### src/rtl/rf_access_sequencer.sv
// rf_access_sequencer: write-back FIFO plus read/write port sequencer in front of the 32x32 register file
// Ports: CLK/RST; RD_REQ/RD_ADDR1/RD_ADDR2 -> RD_ACK/OP1/OP2 operand fetch;
// WB_VALID/WB_ADDR/WB_DATA -> WB_READY write-back; BUSY status; RF_* drive the register file.
module rf_access_sequencer #(
  parameter int WB_DEPTH = 4
) (
  input  logic        CLK,
  input  logic        RST,
  input  logic        RD_REQ,
  input  logic [4:0]  RD_ADDR1,
  input  logic [4:0]  RD_ADDR2,
  output logic        RD_ACK,
  output logic [31:0] OP1,
  output logic [31:0] OP2,
  input  logic        WB_VALID,
  input  logic [4:0]  WB_ADDR,
  input  logic [31:0] WB_DATA,
  output logic        WB_READY,
  output logic        BUSY,
  output logic        RF_READ,
  output logic        RF_WRITE,
  output logic [4:0]  RF_ADDR_R1,
  output logic [4:0]  RF_ADDR_R2,
  output logic [4:0]  RF_ADDR_W,
  output logic [31:0] RF_DATA_W,
  input  logic [31:0] RF_DATA_R1,
  input  logic [31:0] RF_DATA_R2
);
  localparam int AW = $clog2(WB_DEPTH);
  localparam int CW = AW + 1;
  typedef enum logic [1:0] {IDLE, WR, RD, ACK} state_t;
  state_t state, state_nx;
  logic [4:0] fa [WB_DEPTH];
  logic [31:0] fd [WB_DEPTH];
  logic [AW-1:0] wp, rp;
  logic [CW-1:0] count, count_nx;
  logic push, pop;
  assign WB_READY = !RST && (count < CW'(WB_DEPTH));
  // writes to R0 complete the handshake but never enter the FIFO
  assign push = WB_VALID && WB_READY && (WB_ADDR != 5'd0);
  assign pop = state == WR;
  assign count_nx = count + CW'(push) - CW'(pop);
  assign RF_WRITE = state == WR;
  assign RF_READ = state == RD;
  assign RD_ACK = state == ACK;
  assign BUSY = (state != IDLE) || (count != '0);
  assign RF_ADDR_W = RF_WRITE ? fa[rp] : 5'd0;
  assign RF_DATA_W = RF_WRITE ? fd[rp] : 32'd0;
  assign RF_ADDR_R1 = RF_READ ? RD_ADDR1 : 5'd0;
  assign RF_ADDR_R2 = RF_READ ? RD_ADDR2 : 5'd0;
  // the post-push count gates reads, so a write accepted on the same edge as a request still lands first
  always_comb begin
    state_nx = IDLE;
    state_nx = (state == RD) ? ACK :
               (count_nx != '0) ? WR :
               (state != ACK && RD_REQ) ? RD : IDLE;
  end
  always_ff @(posedge CLK) begin
    if (RST) begin
      state <= IDLE;
      wp <= '0;
      rp <= '0;
      count <= '0;
      OP1 <= '0;
      OP2 <= '0;
    end else begin
      state <= state_nx;
      count <= count_nx;
      if (push) wp <= wp + AW'(1);
      if (pop) rp <= rp + AW'(1);
      if (state == RD) begin
        OP1 <= RF_DATA_R1;
        OP2 <= RF_DATA_R2;
      end
    end
  end
  always_ff @(posedge CLK) begin
    if (push) begin
      fa[wp] <= WB_ADDR;
      fd[wp] <= WB_DATA;
    end
  end
endmodule
### config.mk
export PLATFORM = sky130hd
export DESIGN_NAME = rf_access_sequencer
export DESIGN_NICKNAME = d
export VERILOG_FILES = /design/src/rtl/rf_access_sequencer.sv
export SDC_FILE = /design/constraint.sdc
export NUM_CORES = 1
export LEC_CHECK = 0
export ABC_AREA = 1
export ABC_CLOCK_PERIOD_IN_PS = 3630
export BUFFER_PORTS_ARGS = -buffer_cell sky130_fd_sc_hd__buf_4
export CAP_MARGIN = 20
export CORE_MARGIN = 2
export CORE_UTILIZATION = 27
export CTS_BUF_LIST = sky130_fd_sc_hd__clkbuf_4 sky130_fd_sc_hd__clkbuf_8 sky130_fd_sc_hd__clkbuf_16
export CTS_CLUSTER_SIZE = 28
export DETAILED_ROUTE_END_ITERATION = 10
export PLACE_DENSITY = 0.57
export SLEW_MARGIN = 20
export SYNTH_ARGS = -nofsm -noshare
export SYNTH_HDL_FRONTEND = slang
export SYNTH_SLANG_ARGS = --single-unit
### constraint.sdc
create_clock -name CLK -period 3.63 [get_ports CLK]
set_input_delay 0.363 -clock CLK [delete_from_list [all_inputs] [get_ports CLK]]
set_output_delay 0.363 -clock CLK [all_outputs]
set_load 0.01 [all_outputs]
==> summary.txt <==
Timing
  • RSZ-0062 raised after global routing: no
  • Final Critical Period: 2860 ps
  • Final Skew: 19.1 ps
  • Final setup TNS: 0 ps
  • Final Max Slew Viols: 0
  • Post-route clock period utilization: between 70 and 80%
  • # setup viols final: 0
  • Fmax: 350 MHz
  • Hold Fails Final Rpt: 0
  • Worst slew pin tran: about 860 ps
  • Slew headroom: roughly 42%

Routing
  • Final ANT Viol Nets: 0
  • Per-cell routed wire length: roughly 15 um
  • DRC viols: 0
  • Via density: 4.42
  • 1st-pass router iterations: 4
  • DRT iter0 DRCs: 307
  • Via count: between 6000 and 7000
  • Final WL: ~22 mm

Power and ir drop
  • Leak Pwr: 4.55 nW
  • Clock power share: between 30% and 40%
  • Power per Cell Area: roughly 700 nW/um^2
  • Pint: around 5.6 mW
  • Maximum vdd drop: a little under 0.4 mV
  • Switching power: 2.68 mW
  • Switch share: between 30 and 40%
  • Combinational group share of total power: approximately a third
  • Sequential Power Share: a little under two fifths

Worst setup path
  • Internal reg-to-reg setup slack: 1310 ps
  • Crit end category: primary output
  • Reg2reg start: count[2]$_SDFF_PP0_
  • Critical path arrival: around 2500 ps
  • CP startpoint kind: flip-flop
  • Reg-to-reg endpoint: state[0]$_SDFF_PP0_
  • FF-to-FF path depth: 12
  • Setup CP Type: reg2out
  • Worst path required time: 3270 ps
  • Crit-path max FO: 38

CTS
  • Hold_buf cts: 0
  • H-tree levels: 1
  • Clock transition at the registers of the reported paths: around 60 ps
  • CTS sink cnt: 223
  • CTS tree: yes
  • Post-CTS Setup Bufs: 0
  • Worst-Skew Late Latency: around 520 ps
  • Root Buffer: clkbuf_16
  • CTS Buf Count: 25
  • Deepest clock path buffer count: 3
  • PostCTS Resize Cnt: 0

Floorplan
  • I/O pin count: roughly 230
  • Die Span Y: approximately 180 um
  • Die area: around 34000 sq um
  • Initial Util: between 20% and 30%
  • Die W: about 180 um
  • Core ar.: 31600 sq um
  • Std-Cell Rows: 65

Final layout
  • Diode count: 0
  • Area grow syn2layout: 33.0%
  • Layout cells sized above 1: approximately 30%
  • Layout fillers: roughly 3100
  • Design area: approximately 12000 sq um
  • Nets: 1159
  • Layout Cells excl Fill: 1457

Synth
  • Syn Nets: ~940
  • Avg Cell Area, Syn: 10.6 sq um
  • Cell count after synthesis: 815
  • Yosys warnings: 0
  • Synth cell types: 27
  • Post-synthesis sequential area ratio: approximately 70%
  • Mapped cell area: roughly 8700 sq um
  • Flop and latch count out of synthesis: 223

GRT
  • Global route total overflow: 0
  • Gr usage total: about an eighth
  • Vias in the first global route: ~6400
  • Initial antenna violation count: 0
  • Largest net degree at the start of global routing: 77
  • First-pass GRT wire length: 34.4 mm

Placement
  • GPL Wtd Cong: slightly above 0.7
  • Placed cell areas: about 11000 sq um
  • DP HPWL: 14.9 mm
  • DP Cell Count: 1412
  • PortBufs: 230

Hold path
  • Worst min path class: in2reg
  • Min-delay src: WB_DATA[0]
  • WHS Path Cells: 1
  • Worst Hold End: fd[2][0]$_DFFE_PP_

Run status
  • Outcome: complete, no violations

Job
  • MaxCap Viol Count: 0
## Yosys cell counts
cell,n,area share [%]
buf_6,5,0.65
inv_2,5,0.22
nor2_1,281,12
buf_1,4,0.17
edfxtp_1,148,51
nor2_4,1,0.13
clkbuf_2,3,0.17
nand2_1,10,0.43
o21ai_0,138,8.0
a21oi_1,41,2.4
nor2_2,20,1.4
dfxtp_1,75,17
nand3b_1,1,0.087
nand2_2,2,0.14
nor3b_1,1,0.087
buf_8,1,0.17
inv_1,28,1.2
clkbuf_1,12,0.52
ha_1,6,0.87
or4_1,1,0.087
nand3_1,4,0.23
fa_1,1,0.23
buf_2,15,0.87
o21ai_1,2,0.12
buf_4,7,0.61
xor2_1,1,0.10
buf_12,2,0.46
## how the worst max path moves through the flow
| stage | start | to | slack (ps) |
|---|---|---|---|
| 2_1_floorplan | RST | fa[0][0]$_DFFE_PP_ | 780 |
| 3_5_place_dp | RST | state[0]$_SDFF_PP0_ | 1100 |
| 6_report | flip-flop | RF_DATA_W[0] | 770 |
| 5_1_grt | flip-flop | RF_DATA_W[0] | 610 |
| 4_1_cts | flip-flop | RF_DATA_W[0] | 760 |
| 3_3_place_gp | RST | state[0]$_SDFF_PP0_ | 1130 |
## state kept, by name, indices dropped and copies added (netlist names), named ones only
register / count
fa: 20
fd: 128
state: 2
rp: 2
count: 3
OP1: 32
OP2: 32
wp: 2
## power by group through the flow
stage	registers, mW	logic (mW)	clock network (mW)
floorplan	3.24	1.51	0
global placement	3.17	2.66	0
detailed placement	3.18	2.68	0
CTS	3.13	2.69	2.56
global route	3.16	2.96	2.67
finish	3.13	2.64	2.48
## cells in the final DEF (no fill, tap or decap)
master	Yosys	layout
clkinvlp_4	0	2
nor2_1	281	277
inv_2	5	5
o21ai_1	2	2
buf_4	7	244
bufinv_16	0	3
o21ai_0	138	138
a21oi_1	41	41
inv_1	28	28
nand2_2	2	2
nor2_4	1	5
clkinvlp_2	0	1
clkinv_2	0	3
nor3b_1	1	1
nand2_1	10	10
clkbuf_16	0	25
clkinv_1	0	7
edfxtp_1	148	148
nand3_1	4	4
dfxtp_1	75	73
nand3b_1	1	1
nor2_2	20	20
clkbuf_4	0	4
dfxtp_2	0	2
xor2_1	1	1
ha_1	6	6
fa_1	1	1
or4_1	1	1
## worst max-delay path, cell delays in order, from the launching register on
cell	delay, ps
dfxtp_2	310
buf_4	390
inv_2	420
nor2_1	190
o21ai_0	90
a21oi_1	350
buf_4	200
## layout make-up
cell class	instances	area (sq um)	area share (%)
Timing Repair Buffer	244	1830	15.9
Sequential cell	223	5950	51.6
Multi-Input combinational cell	510	2320	20.1
Inverter	33	124	1.07
Clock buffer	29	656	5.68
Tap cell	402	503	4.36
Clock inverter	16	151	1.31
## cells by family (layout without fill, tap and decap cells)
kind of cell	after synthesis	count (layout)	synth area share (%)
compound gates	181	181	10.4
flops	223	223	68.5
buf+inv	82	322	5.05
simple gates	321	321	14.8
fa+ha+maj	7	7	1.10
xor+xnor	1	1	0.101
## stage by stage
step / worst slack (ps) / util [%] / power (mW) / hold slack, ps
finish: 772 / 36.5 / 8.24 / 44.2
floorplan: 780 / - / 4.74 / 444
global route: 611 / 36.5 / 8.79 / 18.6
detailed placement: 1100 / 33.9 / 5.86 / 466
global placement: 1130 / 33.9 / 5.83 / 454
CTS: 764 / 36.5 / 8.38 / 13.8
## layer usage
metal | wire [um] | GRT usage [%] | share of wire (%) | vias up
li1 | - | - | - | 3180
met1 | 9260 | 16.0 | 42 | 2986
met2 | 10100 | 21.0 | 46 | 239
met3 | 2270 | 5.12 | 10 | 37
met4 | 431 | 3.17 | 2.0 | 0
met5 | 0 | 0 | 0 | -
No activity file was read; power rests on OpenSTA's default activity.
